==> config.mk <==
export PLATFORM = sky130hd
export DESIGN_NAME = serial_subtractor
export DESIGN_NICKNAME = d
export VERILOG_FILES = /design/src/rtl/serial_sub_pkg.sv /design/src/rtl/full_subtractor.sv /design/src/rtl/serial_subtractor.sv
export SDC_FILE = /design/constraint.sdc
export NUM_CORES = 1
export LEC_CHECK = 0
export ABC_CLOCK_PERIOD_IN_PS = 5700
export BUFFER_PORTS_ARGS = -buffer_cell sky130_fd_sc_hd__clkbuf_2
export CAP_MARGIN = 30
export CORE_MARGIN = 10
export CORE_UTILIZATION = 54
export DETAILED_ROUTE_END_ITERATION = 8
export GPL_TIMING_DRIVEN = 1
export HOLD_SLACK_MARGIN = 0.1
export PLACE_DENSITY = 0.89
export SLEW_MARGIN = 20
export SYNTH_ARGS = -nofsm -noshare
export SYNTH_HDL_FRONTEND = slang
export SYNTH_HIERARCHICAL = 1
export SYNTH_SLANG_ARGS = --single-unit
==> constraint.sdc <==
create_clock -name clk -period 5.7 [get_ports clk]
set_clock_uncertainty 0.1 [all_clocks]
set_input_delay 0.57 -clock clk [delete_from_list [all_inputs] [get_ports clk]]
set_output_delay 0.57 -clock clk [all_outputs]
set_load 0.02 [all_outputs]
==> src/rtl/serial_sub_pkg.sv <==
// rtl/serial_sub_pkg.sv - shared state encodings and default width for serial_subtractor
package serial_sub_pkg;

  localparam int DEFAULT_WIDTH = 8;

  typedef enum logic [1:0] {
    IDLE  = 2'd0,
    SHIFT = 2'd1,
    DONE  = 2'd2
  } state_e;

endpackage

==> src/rtl/full_subtractor.sv <==
// rtl/full_subtractor.sv - combinational 1-bit full subtractor x - y - bin
// Ports: x minuend bit, y subtrahend bit, bin borrow in, d difference bit, bout borrow out.
module full_subtractor (
  input  logic x,
  input  logic y,
  input  logic bin,
  output logic d,
  output logic bout
);

  assign d    = x ^ y ^ bin;
  // Borrow when y exceeds x outright, or when they are equal and a borrow ripples in.
  assign bout = (~x & y) | (~(x ^ y) & bin);

endmodule

==> src/rtl/serial_subtractor.sv <==
// rtl/serial_subtractor.sv - bit-serial a - b, LSB first, one bit per clock
// Ports: clk; rst_n sync active-low reset; start_valid/start_ready operand handshake with a, b;
//        result_valid/result_ready result handshake with diff, borrow_out, overflow.
module serial_subtractor
  import serial_sub_pkg::*;
#(
  parameter int WIDTH = DEFAULT_WIDTH
) (
  input  logic             clk,
  input  logic             rst_n,
  input  logic             start_valid,
  output logic             start_ready,
  input  logic [WIDTH-1:0] a,
  input  logic [WIDTH-1:0] b,
  output logic [WIDTH-1:0] diff,
  output logic             borrow_out,
  output logic             overflow,
  output logic             result_valid,
  input  logic             result_ready
);

  localparam int CNT_W = $clog2(WIDTH + 1);
  localparam logic [CNT_W-1:0] LAST_BIT = CNT_W'(WIDTH - 1);

  state_e           state_q, state_d;
  logic [WIDTH-1:0] a_q, a_d;
  logic [WIDTH-1:0] b_q, b_d;
  logic [WIDTH-1:0] diff_q, diff_d;
  logic             borrow_q, borrow_d;
  logic             overflow_q, overflow_d;
  logic             a_msb_q, a_msb_d;
  logic             b_msb_q, b_msb_d;
  logic [CNT_W-1:0] cnt_q, cnt_d;

  logic fs_d;
  logic fs_bout;

  full_subtractor u_fs (
    .x    (a_q[0]),
    .y    (b_q[0]),
    .bin  (borrow_q),
    .d    (fs_d),
    .bout (fs_bout)
  );

  always_comb begin
    state_d    = state_q;
    a_d        = a_q;
    b_d        = b_q;
    diff_d     = diff_q;
    borrow_d   = borrow_q;
    overflow_d = overflow_q;
    a_msb_d    = a_msb_q;
    b_msb_d    = b_msb_q;
    cnt_d      = cnt_q;

    case (state_q)
      IDLE: begin
        if (start_valid) begin
          a_d      = a;
          b_d      = b;
          // Operand MSBs are kept aside because the shift registers lose them.
          a_msb_d  = a[WIDTH-1];
          b_msb_d  = b[WIDTH-1];
          borrow_d = 1'b0;
          cnt_d    = '0;
          state_d  = SHIFT;
        end
      end
      SHIFT: begin
        a_d      = {1'b0, a_q[WIDTH-1:1]};
        b_d      = {1'b0, b_q[WIDTH-1:1]};
        diff_d   = {fs_d, diff_q[WIDTH-1:1]};
        borrow_d = fs_bout;
        cnt_d    = cnt_q + 1'b1;
        if (cnt_q == LAST_BIT) begin
          // fs_d is the result MSB on the final bit.
          overflow_d = (a_msb_q != b_msb_q) && (fs_d != a_msb_q);
          state_d    = DONE;
        end
      end
      DONE: begin
        if (result_ready) begin
          state_d = IDLE;
        end
      end
      default: state_d = IDLE;
    endcase
  end

  always_ff @(posedge clk) begin
    if (!rst_n) begin
      state_q    <= IDLE;
      a_q        <= '0;
      b_q        <= '0;
      diff_q     <= '0;
      borrow_q   <= 1'b0;
      overflow_q <= 1'b0;
      a_msb_q    <= 1'b0;
      b_msb_q    <= 1'b0;
      cnt_q      <= '0;
    end else begin
      state_q    <= state_d;
      a_q        <= a_d;
      b_q        <= b_d;
      diff_q     <= diff_d;
      borrow_q   <= borrow_d;
      overflow_q <= overflow_d;
      a_msb_q    <= a_msb_d;
      b_msb_q    <= b_msb_d;
      cnt_q      <= cnt_d;
    end
  end

  assign start_ready  = (state_q == IDLE);
  assign result_valid = (state_q == DONE);
  assign diff         = diff_q;
  // The borrow flop is only cleared on acceptance, so it retains the last final borrow in IDLE.
  assign borrow_out   = borrow_q;
  assign overflow     = overflow_q;

endmodule

# Yosys cells after proc, flatten, opt, wreduce, memory -nomap -nowiden
# Cells that the tools add are included.
[op_classes] n_addsub=1 eq_ne=8 n_mux=12 n_bitwise=7 reduce_logical=7
[ops] operator="case mux 8 bit (2 select lines)" n=2
[ops] operator="2-to-1 mux 8 bit" n=2
[ops] operator="case mux 4 bit (2 select lines)" n=1
[ops] operator="2-to-1 mux 2 bit" n=3
[ops] operator="case mux 2 bit (3 select lines)" n=1
[ops] operator="AND reduction 2 bit" n=3
[ops] operator="adder 4 x 1 -> 4 bit, second input constant" n=1
[ops] operator="== test 4 x 3 -> 1 bit, second input constant" n=1
[ops] operator="2-to-1 mux 4 bit" n=1
[ops] operator="!= test 2 bit, second input constant" n=2
[ops] operator="AND reduction 3 bit" n=1
[ops] operator="bitwise AND 1 bit" n=2
[ops] operator="== test 2 x 1 -> 1 bit, second input constant" n=1
[ops] operator="== test 2 bit, second input constant" n=1
[ops] operator="zero test 2 bit" n=1
[ops] operator="!= test 1 bit" n=2
[ops] operator="!= test 2 x 1 -> 1 bit, second input constant" n=1
[ops] operator="NOT 1 bit" n=2
[ops] operator="case mux 1 bit (2 select lines)" n=1
[ops] operator="nonzero test 2 bit" n=1
[ops] operator="bitwise XOR 1 bit" n=2
[ops] operator="logical AND 1 bit" n=1
[ops] operator="2-to-1 mux 1 bit" n=1
[ops] operator="bitwise OR 1 bit" n=1
[word_totals] regBits=34 inputBits=20 elab_cells=44

# Depth between registers and ports, before layout
[logic_depth] word_depth=5 ltp_mapped=6

# Cells and area by module
# The synthesis kept the hierarchy.
[modules_own_cells] mod="serial_subtractor" instances=1 cells_per_inst=170 area_each_um2=1450.1
[modules_own_cells] mod="full_subtractor" instances=1 cells_per_inst=4 area_each_um2=31.3

# Worst setup path after synthesis
# Ideal clock, no wire load.
[synth_timing] path_type="reg-to-reg" startpoint="reg borrow_q (netlist: borrow_out)" endpoint="reg overflow_q (netlist: overflow)" setup_time_ps=116 arrival_ps=1711 t_required_ps=5484 path_slack_ps=3772 stages_incl_launch_ff=6 path_buffers=0 period_less_slack_ps=1928 path_cell_list="dfxtp_1 > inv_1 > fa_1 > and3b_1 > or4_1 > o211a_1"
[synth_via] elab_chain_len=3
[synth_rtl] element="start: declaration" line_no="serial_subtractor.sv:29" text="logic borrow_q, borrow_d;"
[synth_rtl] element="start signal: assignment" line_no="serial_subtractor.sv:107" text="borrow_q <= borrow_d;"
[synth_rtl] element="bitwise XOR 1 bit" line_no="full_subtractor.sv:11" text="assign d = x ^ y ^ bin;"
[synth_rtl] element="net fs_d" line_no="serial_subtractor.sv:35" text="logic fs_d;"
[synth_rtl] element="!= test 1 bit" line_no="serial_subtractor.sv:78" text="overflow_d = (a_msb_q != b_msb_q) && (fs_d != a_msb_q);"
[synth_rtl] element="logical AND 1 bit" line_no="serial_subtractor.sv:78"
[synth_rtl] element="end signal: assignment" line_no="serial_subtractor.sv:108" text="overflow_q <= overflow_d;"
[synth_rtl] element="end: declaration" line_no="serial_subtractor.sv:30" text="logic overflow_q, overflow_d;"
# The timed path passes the listed nets, and every way through them passes these cells.
# A chain may end at the register's enable or synchronous reset.

# Final worst setup path
[layout_timing] startpoint="reg state_q[0]" endpoint="reg cnt_q[3]"
[layout_via] elab_chain_len=3
[layout_rtl] element="start: declaration" line_no="serial_subtractor.sv:25" text="state_e state_q, state_d;"
[layout_rtl] element="start signal: assignment" line_no="serial_subtractor.sv:103" text="state_q <= state_d;"
[layout_rtl] element="== test 2 x 1 -> 1 bit / zero test 2 bit (equally long branches)" line_no="serial_subtractor.sv:57" text="case (state_q)"
[layout_rtl] element="nonzero test 2 bit (no source line) / != test 2 bit (equally long branches)"
[layout_rtl] element="AND reduction 2 bit (no source line)"
[layout_rtl] element="end signal: assignment" line_no="serial_subtractor.sv:111" text="cnt_q <= cnt_d;"
[layout_rtl] element="end: declaration" line_no="serial_subtractor.sv:33" text="logic [CNT_W-1:0] cnt_q, cnt_d;"
# Parallel ways exist; a longest one is shown, timed or not.

==> metrics.cfg <==
[drt]
viasPerCell = 5.68
antenna_left = 0
drt_drc_violations_left = 0
routed_wl_um = 3410
vias = 1313
dr.first_iter.drc_count = 96
drt-pass1-iter-count = 4
wl_per_cell_um = 14.8

[clock_network]
worstSkewPairLatency_ns = 0.34
cts-root-buf = clkbuf_4
cts_tree = done
post_cts_resized = 0
cts_buffers = 5
clkTransAtPathRegs_ns = 0.11
htree_levels = 2
hold_buffers = 0
clock_sinks = 34
postCtsSetupBuffers = 0
clockBufferDepth = 2

[finish]
finalNetCount = 222
diodes = 0
drive_gt1_share_pct = 21.4
area_growth_pct = 13.7
nFillCells = 210
final_cell_mix = dfxtp_1 (34), nand2_1 (33), clkbuf_2 (31), a21oi_1 (28), o21ai_0 (14)
final_common_cell = dfxtp_1

[power_and_ir_drop]
max-vdd-ir-drop_mv = 0.251
p_clk_share_pct = 35.6
power.internal_w = 0.000363
p_sw_share_pct = 25.8
combPwrFrac_pct = 11.6
seq_power_share_pct = 52.8
switching_power_w = 0.000126
power.density_mw_per_mm2 = 291
p_leak_nw = 0.765

[logic_synthesis]
synth_seq_cells = 34
async_flop_share_pct = 0
synth_cells = 174
yosys_most_used_dff = dfxtp_1
yosys_warnings = 6
synth_edf_count = 0
synth_nets = 196
ys_seq_area_share_pct = 45.9
netlist_area_sq_mm = 0.00148
syn_area_per_cell_sq_um = 8.51
netlist-cell-type-count = 33

[global_route]
grt_start_max_net_pins = 31
globalRouteTotalUtil_pct = 13.4
grt_pass1_vias = 1326
grt_antenna_before_repair = 0
grt.met1_usage_pct = 14.3
grt_pass1_wl_um = 5760
gr-usage-met2_pct = 21.9
grt_use_met3_pct = 5.71
gr-max-usage-layer = met2
overflow = 0

[place]
port_buffers = 31
finalWeightedCongestion = 0.779
post-dp-hpwl_um = 2450

[die]
rows = 18
initial_utilization_pct = 58.2
die_x_um = 72.4
core_area_sq_mm = 0.00254
dieArea_sq_mm = 0.00524
die_h_um = 72.4
ioPinCount = 32

[worst_setup_path]
path_class = reg -> reg
slowest_delay_ns = 0.54
cp.required_ns = 5.87
crit_path_cell_trace = nand2b_1 > or3_1 > a31oi_1
crit_path_max_fanout = 24
cp_slowest_cell = dfxtp_1
endpoint_kind = flop
startpoint_type = flop
r2r_cells = 3
cp.arrival_ns = 2.11

[timing]
post-route-min-period_ns = 1.94
max_freq_mhz = 515
rsz0062_at_grt = false
finalMaxSlewViolations = 0
tns_ns = 0
max_slew_margin_pct = 42.3
min_period_over_period_pct = 34.1
worst_pin_slew_ns = 0.866
hold_viol = 0
holdWs_ns = 0.345
setup_viol = 0

[flow_run]
maxCapViolCount = 0

[worst_hold_path]
whs_path_depth = 3
hold_class = in -> reg

[status]
outcome = finished, final reports clean

-- sequential cells by signal, indices dropped and copies added, names as in the netlist --
register    count
b_msb_q         1
state_q         2
borrow_out      1
a_q             8
diff            8
b_q             8
a_msb_q         1
cnt_q           4
overflow        1
-- power groups by stage --
stage	sequential (W)	clock (W)	combinational, W
6_report	0.000259	0.000174	0.0000567
5_1_grt	0.000261	0.000187	0.0000637
4_1_cts	0.000259	0.000176	0.0000565
3_5_place_dp	0.000264	0	0.0000562
3_3_place_gp	0.000263	0	0.0000535
2_1_floorplan	0.000262	0	0.0000421
-- routing by layer --
layer  routed length [um]  up-vias
li1                     -      652
met1                 1310      593
met2                 1750       60
met3                  290        8
met4                   68        0
met5                    0        -
-- cells by family after synthesis --
logic type / after synthesis / share of synthesized area, %
adders and majority gates: 2 / 2.20
AOI/OAI and AO/OA: 63 / 25.9
muxes: 2 / 1.35
buffers and inverters: 18 / 6.33
DFF: 34 / 45.9
and+or+nand+nor: 55 / 18.2
-- critical path, delay by kind of cell, from the launching register on --
kind	cells	cell delay (ns)
compound gates	1	0.15
flops	1	0.54
simple gates	2	1.08
-- worst paths after layout --
path | startpoint | end | slack [ns]
worst max-delay path | state_q[0] | cnt_q[3] | 3.76
worst min-delay path | a[0] | a_q[0] | 0.34
worst max register to register | state_q[0] | cnt_q[3] | 3.76
worst min register to register | diff[4] | diff[3] | 0.39
-- Yosys cell counts (3+ instances only) --
cell type	count	area share (%)
dfxtp_1	34	46
nand2_1	33	8.4
a21oi_1	28	9.5
o21ai_0	14	4.7
a21boi_0	7	3.5
nor2_1	6	1.5
inv_1	5	1.3
nor2b_1	5	2.1
buf_2	4	1.4
buf_4	3	1.5
clkbuf_1	3	0.76
-- area by class of cell --
cell class | instances | area (sq um) | area share (%)
flip-flops and latches | 34 | 681 | 40.4
clock buffers | 5 | 37.5 | 2.23
clock inverters | 3 | 40.0 | 2.38
multi-input cells | 122 | 707 | 42.0
inverters | 5 | 18.8 | 1.11
repair buffers | 32 | 163 | 9.66
well taps | 30 | 37.5 | 2.23
-- stage by stage --
stage	cell area, sq um	total power [W]	util (%)	cells	setup slack [ns]
after floorplan	1480	0.000304	-	174	3.77
after global placement	1610	0.000316	63.1	223	3.88
after detailed placement	1610	0.000320	63.1	223	3.78
after CTS	1680	0.000491	66.2	231	3.75
after global routing	1680	0.000511	66.2	231	3.60
final	1680	0.000490	66.2	231	3.76
No activity file was read; power rests on OpenSTA's default activity.
